**src/rtl/fetch_exec_sequencer.sv**
```systemverilog
// Multi-cycle fetch/decode/exec/writeback sequencer for the 16-bit Harvard core.
// Sole owner of PC advance, branch-if-zero and halt.
// Ports:
//   clk, reset        - rising-edge clock, asynchronous active-low reset
//   start             - begin execution from current pc (sampled in IDLE only)
//   mem_ready         - instr_in valid this cycle
//   instr_in          - instruction memory read data
//   alu_zero          - ALU zero flag, sampled in EXEC
//   pc                - fetch address
//   ir                - latched instruction register
//   alu_en, rf_we     - ALU strobe (EXEC), register write enable (WB)
//   busy, halted      - running / stopped status
//   retired           - saturating count of committed instructions
module fetch_exec_sequencer #(
    parameter int unsigned PC_W     = 6,
    parameter int unsigned INSTR_W  = 32,
    parameter int unsigned CNT_W    = 16,
    parameter logic [5:0]  HALT_OPC = 6'b111111,
    parameter logic [5:0]  BR_OPC   = 6'b110000
) (
    input  logic               clk,
    input  logic               reset,
    input  logic               start,
    input  logic               mem_ready,
    input  logic [INSTR_W-1:0] instr_in,
    input  logic               alu_zero,
    output logic [PC_W-1:0]    pc,
    output logic [INSTR_W-1:0] ir,
    output logic               alu_en,
    output logic               rf_we,
    output logic               busy,
    output logic               halted,
    output logic [CNT_W-1:0]   retired
);

    localparam int unsigned OPC_W = 6;

    typedef enum logic [2:0] {
        S_IDLE   = 3'd0,
        S_FETCH  = 3'd1,
        S_DECODE = 3'd2,
        S_EXEC   = 3'd3,
        S_WB     = 3'd4,
        S_HALT   = 3'd5
    } state_t;

    state_t           state, state_next;
    logic [OPC_W-1:0] opcode;
    logic             br_taken;
    logic             alu_en_d, rf_we_d, busy_d, halted_d;

    assign opcode = ir[INSTR_W-1 -: OPC_W];

    // State register; strobes are registered from the next state so they
    // line up exactly with the state they belong to.
    always_ff @(posedge clk or negedge reset) begin
        if (!reset) begin
            state  <= S_IDLE;
            alu_en <= 1'b0;
            rf_we  <= 1'b0;
            busy   <= 1'b0;
            halted <= 1'b0;
        end else begin
            state  <= state_next;
            alu_en <= alu_en_d;
            rf_we  <= rf_we_d;
            busy   <= busy_d;
            halted <= halted_d;
        end
    end

    // Next-state logic
    always_comb begin
        state_next = state;
        case (state)
            S_IDLE:   if (start) state_next = S_FETCH;
            S_FETCH:  if (mem_ready) state_next = S_DECODE;
            S_DECODE: state_next = (opcode == HALT_OPC) ? S_HALT : S_EXEC;
            S_EXEC:   state_next = S_WB;
            S_WB:     state_next = S_FETCH;
            S_HALT:   state_next = S_HALT;
            default:  state_next = S_IDLE;
        endcase
    end

    // Output decode from next state (ir is already stable when EXEC->WB is chosen)
    always_comb begin
        alu_en_d = 1'b0;
        rf_we_d  = 1'b0;
        busy_d   = 1'b0;
        halted_d = 1'b0;
        alu_en_d = (state_next == S_EXEC);
        rf_we_d  = (state_next == S_WB) && (opcode != BR_OPC);
        busy_d   = (state_next != S_IDLE) && (state_next != S_HALT);
        halted_d = (state_next == S_HALT);
    end

    // Datapath: instruction latch, branch decision, commit of pc/retired
    always_ff @(posedge clk or negedge reset) begin
        if (!reset) begin
            pc       <= '0;
            ir       <= '0;
            retired  <= '0;
            br_taken <= 1'b0;
        end else begin
            if (state == S_FETCH && mem_ready) begin
                ir <= instr_in;
            end
            if (state == S_EXEC) begin
                br_taken <= (opcode == BR_OPC) && alu_zero;
            end
            if (state == S_WB) begin
                pc <= br_taken ? ir[PC_W-1:0] : pc + PC_W'(1);
                if (retired != '1) begin
                    retired <= retired + CNT_W'(1);
                end
            end
        end
    end

endmodule
```
**config.mk**
```make
export PLATFORM = sky130hd
export DESIGN_NAME = fetch_exec_sequencer
export DESIGN_NICKNAME = d
export VERILOG_FILES = /design/src/rtl/fetch_exec_sequencer.sv
export SDC_FILE = /design/constraint.sdc
export NUM_CORES = 1
export LEC_CHECK = 0
export CORE_MARGIN = 10
export CORE_UTILIZATION = 25
export CTS_BUF_LIST = sky130_fd_sc_hd__clkbuf_8
export DETAILED_ROUTE_END_ITERATION = 8
export PLACE_DENSITY_LB_ADDON = 0.3
export SLEW_MARGIN = 20
export SYNTH_ARGS = -nofsm -noshare
export SYNTH_HDL_FRONTEND = slang
export SYNTH_SLANG_ARGS = --single-unit
```
**constraint.sdc**
```tcl
create_clock -name clk -period 5.05 [get_ports clk]
set_clock_uncertainty 0.1 [all_clocks]
set_input_delay 1.01 -clock clk [delete_from_list [all_inputs] [get_ports clk]]
set_output_delay 1.01 -clock clk [all_outputs]
set_load 0.01 [all_outputs]
```
==> reports/qor.yml, run 1 <==
run_status:
  outcome: "finished clean"
power_and_ir_drop:
  leakagePower_nw: 1.633
  p_switching_mw: 0.6917
  powerDensity_mw_per_mm2: 535.7
  p_comb_frac: 0.404
  vdd_drop_max_mv: 0.2288
  internal_power_mw: 1.432
  switching_share: 0.3257
  seqPwrFrac: 0.403
  pwr-share-clk: 0.193
floorplanning:
  core-area_mm2: 0.01046
  die_h_um: 124.1
  io-pin-count: 95
  start_util: 0.2589
  dieArea_mm2: 0.01540
  rows: 37
  die_w_um: 124.1
place:
  placement.setup.worst_slack_ns: 2.279
  place_hpwl_um: 4934
  routabilityCongestion: 0.7753
  dpl-instance-area_mm2: 0.003782
  io_buffers: 94
layout:
  area_delta_synth_final_pct: 46.33
  n_antenna_cell: 0
  fin_nets: 359
  drive_above_1_share: 0.1754
  post-route-util: 0.3789
  postLayoutCellArea_mm2: 0.003964
cts:
  cts_post_setup_buffers_inserted: 0
  numCtsBuffers: 9
  cts_resized: 0
  root_buffer: "clkbuf_8"
  clk_path_buf_depth: 2
  clock_latency_ns: 0.33
  htreeDepth: 3
  cts_tree: "yes"
  clk_pin_slew_ns: 0.07
  cts_sinks: 62
  ctsHoldBuffers: 0
worst_setup_path:
  worstPathRequired_ns: 3.94
  r2r_end: "retired[15]"
  critical_path.startpoint_type: "flip-flop"
  r2r_cells: 4
  reg2reg_from: "state[1]"
  crit_fanout: 8
  critPathKind: "reg2out"
  path_cells: "clkdlybuf4s50_1"
  cp_slowest_cell: "clkdlybuf4s50_1"
  crit_arrival_ns: 1.43
  critPathMaxStageDelay_ns: 0.60
  end_kind: "output port"
  r2r_slack_ns: 2.85
  crit_family: "buffers and inverters"
  cp_num_buf_inv: 1
logic_synthesis:
  synth_seq_cells: 62
  synth_edf_count: 0
  avgSynthCellArea_um2: 12.09
  ys_types: 36
  yosysWarnings: 0
  synthArstFlopShare: 1.000
  synthTopCellsByArea: "dfrtp_1 57%, mux2_2 15%, xor2_1 2.9%, nand2_1 2.4%, o21ai_0 1.8%"
  synth_fp_nets: 263
  ys.flop_type: "dfrtp_1"
  synthTopCellsByCount: "62 x dfrtp_1, 35 x mux2_2, 17 x nand2_1, 10 x nor2_1, 10 x o21ai_0"
  synth_area_mm2: 0.002709
  yosysMostFrequentCell: "dfrtp_1"
  syn_inst: 224
  yosysTopAreaCell: "dfrtp_1"
  netlist.area_leader.share: 0.5727
  synth-seq-area-share: 0.5727
timing:
  fmax_mhz: 393.1
  min_period_ns: 2.544
  whs_ns: 0.4048
  slew_headroom: 0.4750
  setup_viol: 0
  rsz0062_at_grt: "no"
  setup_slack_ns: 2.506
  tightestPinTransition_ns: 0.7875
  finalHoldViolations: 0
  setup_tns_ns: 0
  fin_crit_sh: 0.5038
  slew_violations: 0
route:
  first_pass_iters: 4
  drt_wl_total_um: 6918
  wl_per_cell_um: 15.01
  viasPerCell: 4.443
  initialDrtViolationCount: 77
  antenna_left: 0
  remaining_drc_errors: 0
  vias: 2048
global_route:
  grt_antenna_before_repair: 0
  grt_start_max_net_pins: 63
  grt_pass1_vias: 2189
  grt_pass1_wl_um: 11170
  grt.total_usage: 0.09155
  overflow: 0
flow_run:
  drv_cap: 0
hold_path:
  min_from: "ir[18]"
  hold_end: "ir[18]"
  hold_class: "reg2reg"
  whs_path_depth: 1
power by group through the flow:
| stage | registers [mW] | clock network, mW | logic, mW |
|---|---|---|---|
| floorplan | 0.891 | 0 | 0.366 |
| detailed placement | 0.865 | 0 | 0.880 |
| global placement | 0.856 | 0 | 0.867 |
| CTS | 0.858 | 0.438 | 0.885 |
| global route | 0.890 | 0.456 | 0.937 |
| finish | 0.855 | 0.411 | 0.857 |
per-layer routing:
layer | track usage | wire, µm | up-vias | part of all wire
met1 | 0.1042 | 2850 | 972 | 0.41
met3 | 0.05430 | 821 | 5 | 0.12
met5 | 0 | 0 | - | 0
met2 | 0.1426 | 3182 | 68 | 0.46
li1 | - | - | 1003 | -
met4 | 0.02590 | 63 | 0 | 0.0091
registers in the layout, summed over array words and instances, names as in the netlist:
register,flops
ir,32
retired,16
pc,6
state,3
alu_en,1
br_taken,1
busy,1
halted,1
rf_we,1
cells by family (layout without fill, tap and decap cells):
kind of cell / after synthesis / count (layout) / synth area share
multiplexers: 38 / 38 / 0.1570
AO/OA/AOI/OAI: 24 / 24 / 0.05128
AND/OR/NAND/NOR: 76 / 76 / 0.1561
adder cells (fa/ha/maj): 2 / 2 / 0.009236
buffers and inverters: 12 / 113 / 0.02125
XOR/XNOR: 10 / 10 / 0.03233
flip-flops: 62 / 62 / 0.5727
layout make-up:
| type | count | area [µm²] |
|---|---|---|
| Clock buffer | 9 | 123.9 |
| Clock inverter | 7 | 57.56 |
| Fill cell | 1064 | 6499 |
| Inverter | 1 | 3.754 |
| Multi-Input combinational cell | 150 | 1106 |
| Sequential cell | 62 | 1551 |
| Tap cell | 136 | 170.2 |
| Timing Repair Buffer | 96 | 950.9 |
cell usage in the layout (no fill, tap or decap), types with 2 or more instances in the layout:
master,synthesis,layout
nand2_1,17,17
nand4_1,4,4
nor2_1,10,10
mux2_2,35,35
o21ai_0,10,10
ha_1,2,2
buf_4,2,2
mux2i_1,2,2
or3_1,2,2
nand3b_1,2,2
nor3b_1,2,2
dfrtp_1,62,62
nand3_1,9,9
clkdlybuf4s50_1,0,93
clkinv_2,0,4
inv_1,1,3
nor4_1,6,6
nand2b_1,2,2
and3_1,4,4
clkbuf_8,0,9
xor2_1,9,9
a21oi_1,7,7
or4_1,2,2
and4_1,4,4
o32ai_1,2,2
nor3_1,7,7
stage by stage:
stage	power, mW	std cells
3_3_place_gp	1.724	445
3_5_place_dp	1.745	445
4_1_cts	2.181	461
6_report	2.124	461
5_1_grt	2.283	461
2_1_floorplan	1.256	224
how the worst max path moves through the flow:
stage	start	depth (start not counted)	endpoint
final	retired[2]	1	retired[2]
after global routing	retired[2]	1	retired[2]
after CTS	retired[2]	1	retired[2]
after detailed placement	mem_ready	5	ir[1]
after global placement	mem_ready	5	ir[14]
after floorplan	mem_ready	4	ir[10]
Note: power is estimated with default switching activity, not from simulation.
==> inputs of run 2 (changes only) <==
==> constraint.sdc (replaced) <==
create_clock -name clk -period 2.3 [get_ports clk]
set_clock_uncertainty 0.1 [all_clocks]
set_input_delay 0.46 -clock clk [delete_from_list [all_inputs] [get_ports clk]]
set_output_delay 0.46 -clock clk [all_outputs]
set_load 0.01 [all_outputs]
==> run 2 against run 1 <==
  * Design area up 3.0%
  * Critical path depth stayed put
  * Cell count grew 1.7%
  * Largest power group unchanged
  * Die area unchanged
  * Global-route usage increased by 0.53 points
  * Clock power grew to 2.6 times the previous value
==> reports/qor.yml, run 2 (synthesized netlist as in run 1, its figures left out) <==
floorplanning:
  io-pin-count: 95  # unchanged
  core-area_mm2: 0.01046  # unchanged
  dieArea_mm2: 0.01540  # unchanged
  die_h_um: 124.1  # unchanged
  die_w_um: 124.1  # unchanged
  rows: 37  # unchanged
  start_util: 0.2589  # unchanged
cts:
  cts_tree: "yes"
  ctsHoldBuffers: 0  # unchanged
  root_buffer: "clkbuf_8"
  clock_latency_ns: 0.33  # about the same
  cts_post_setup_buffers_inserted: 0  # unchanged
  cts_resized: 0  # unchanged
  numCtsBuffers: 9  # unchanged
  clk_path_buf_depth: 2  # unchanged
  clk_pin_slew_ns: 0.07  # about the same
  cts_sinks: 62  # unchanged
  htreeDepth: 3  # unchanged
timing:
  finalHoldViolations: 0  # unchanged
  slew_violations: 0  # unchanged
  setup_viol: 0  # unchanged
  fmax_mhz: 498.9
  min_period_ns: 2.004
  fin_crit_sh: 0.8715
  tightestPinTransition_ns: 0.8158  # +0.02823 ns
  setup_tns_ns: 0  # unchanged
  slew_headroom: 0.4561  # -0.01882
  rsz0062_at_grt: "no"
route:
  initialDrtViolationCount: 82  # +6.5%
  vias: 2111  # +3.1%
  viasPerCell: 4.501  # +1.3%
  remaining_drc_errors: 0  # unchanged
  first_pass_iters: 4  # unchanged
  antenna_left: 0  # unchanged
  wl_per_cell_um: 15.33  # +2.1%
  drt_wl_total_um: 7189  # +3.9%
worst_setup_path:
  crit_fanout: 8  # unchanged
  cp.depth: 1  # unchanged
  critPathKind: "reg2out"
  worstPathRequired_ns: 1.74  # -2.20 ns
  end_kind: "output port"
  cp_slowest_cell: "clkdlybuf4s50_1"
  crit_family: "buffers and inverters"
  critPathMaxStageDelay_ns: 0.60  # about the same
  path_cells: "clkdlybuf4s50_1"
  critical_path.startpoint_type: "flip-flop"
  cp_num_buf_inv: 1  # unchanged
  r2r_cells: 4  # unchanged
  crit_arrival_ns: 1.44  # about the same
layout:
  largest_reg_flops: 32  # unchanged
  biggestRegsByFlops: "ir x32, retired x16, pc x6"
  n_antenna_cell: 0  # unchanged
  fin_nets: 367  # +2.2%
  final_cell_mix: "93 x clkdlybuf4s50_1, 62 x dfrtp_1, 35 x mux2_2"
  area_delta_synth_final_pct: 50.72
  top_register: "ir"
  drive_above_1_share: 0.1952  # +0.01981
  layout_commonest_cell: "clkdlybuf4s50_1"
  postLayoutCellArea_mm2: 0.004083  # +3.0%
  post-route-util: 0.3902  # +0.01136
place:
  routabilityCongestion: 0.8084  # +4.3%
  io_buffers: 94  # unchanged
  dpl-instance-area_mm2: 0.003867  # +2.2%
  place_hpwl_um: 5265  # +6.7%
power_and_ir_drop:
  leakagePower_nw: 1.693  # +3.7%
  pwr-share-clk: 0.214  # +0.021
  switching_share: 0.3158  # -0.009919
  vdd_drop_max_mv: 0.4701  # +110%
  internal_power_mw: 3.360  # +130%
  p_switching_mw: 1.551  # +120%
  p_comb_frac: 0.416  # +0.012
  seqPwrFrac: 0.370  # -0.033
  powerDensity_mw_per_mm2: 1203  # +120%
global_route:
  overflow: 0  # unchanged
  grt_start_max_net_pins: 34  # -46%
  grt.total_usage: 0.09687  # +0.005320
  grt_pass1_wl_um: 11780  # +5.4%
  grt_antenna_before_repair: 0  # unchanged
  grt_pass1_vias: 2309  # +5.5%
flow_run:
  drv_cap: 0  # unchanged
run_status:
  outcome: "finished clean"
hold_path:
  hold_class: "in2async"
## run 2: area by class of cell
type	count	area, µm²
fillers	1047	6380
flip-flops and latches	62	1551
multi-input cells	150	1106
repair buffers	104	1036
well taps	136	170.2
clock buffers	10	137.6
clock inverters	6	77.57
inverters	1	3.754
## run 2: per-stage QoR
step / hold slack (ns) / power (mW) / worst slack [ns] / instances
global placement: 0.3725 / 3.880 / 0.2936 / 453
finish: 0.1259 / 4.911 / 0.2955 / 469
global route: 0.1775 / 5.290 / 0.2329 / 469
floorplan: 0.06441 / 2.759 / 0.3829 / 224
detailed placement: 0.3939 / 3.932 / 0.2680 / 453
CTS: 0.1307 / 5.027 / 0.2801 / 469
## run 2: per-layer routing
| layer | up-vias | GRT usage | part of all wire |
|---|---|---|---|
| met5 | - | 0 | 0 |
| met4 | 0 | 0.04317 | 0.0082 |
| met3 | 5 | 0.04072 | 0.11 |
| met2 | 68 | 0.1449 | 0.45 |
| met1 | 1020 | 0.1193 | 0.43 |
| li1 | 1018 | - | - |
## run 2: power by group through the flow
stage	Sequential, mW	Clock [mW]	Combinational [mW]
2_1_floorplan	1.96	0	0.803
3_3_place_gp	1.82	0	2.06
3_5_place_dp	1.84	0	2.09
4_1_cts	1.83	1.10	2.10
5_1_grt	1.90	1.15	2.24
6_report	1.82	1.05	2.04
## run 2: final timing paths
| path | start | endpoint | slack, ns |
|---|---|---|---|
| max in group asynchronous | reset | state[0] | 1.34 |
| hold / removal | reset | retired[4] | 0.13 |
| setup reg to reg | retired[2] | retired[15] | 0.34 |
| hold reg to reg | ir[18] | ir[18] | 0.41 |
| setup / recovery | retired[2] | retired[2] | 0.30 |
| min in group clk | ir[18] | ir[18] | 0.41 |
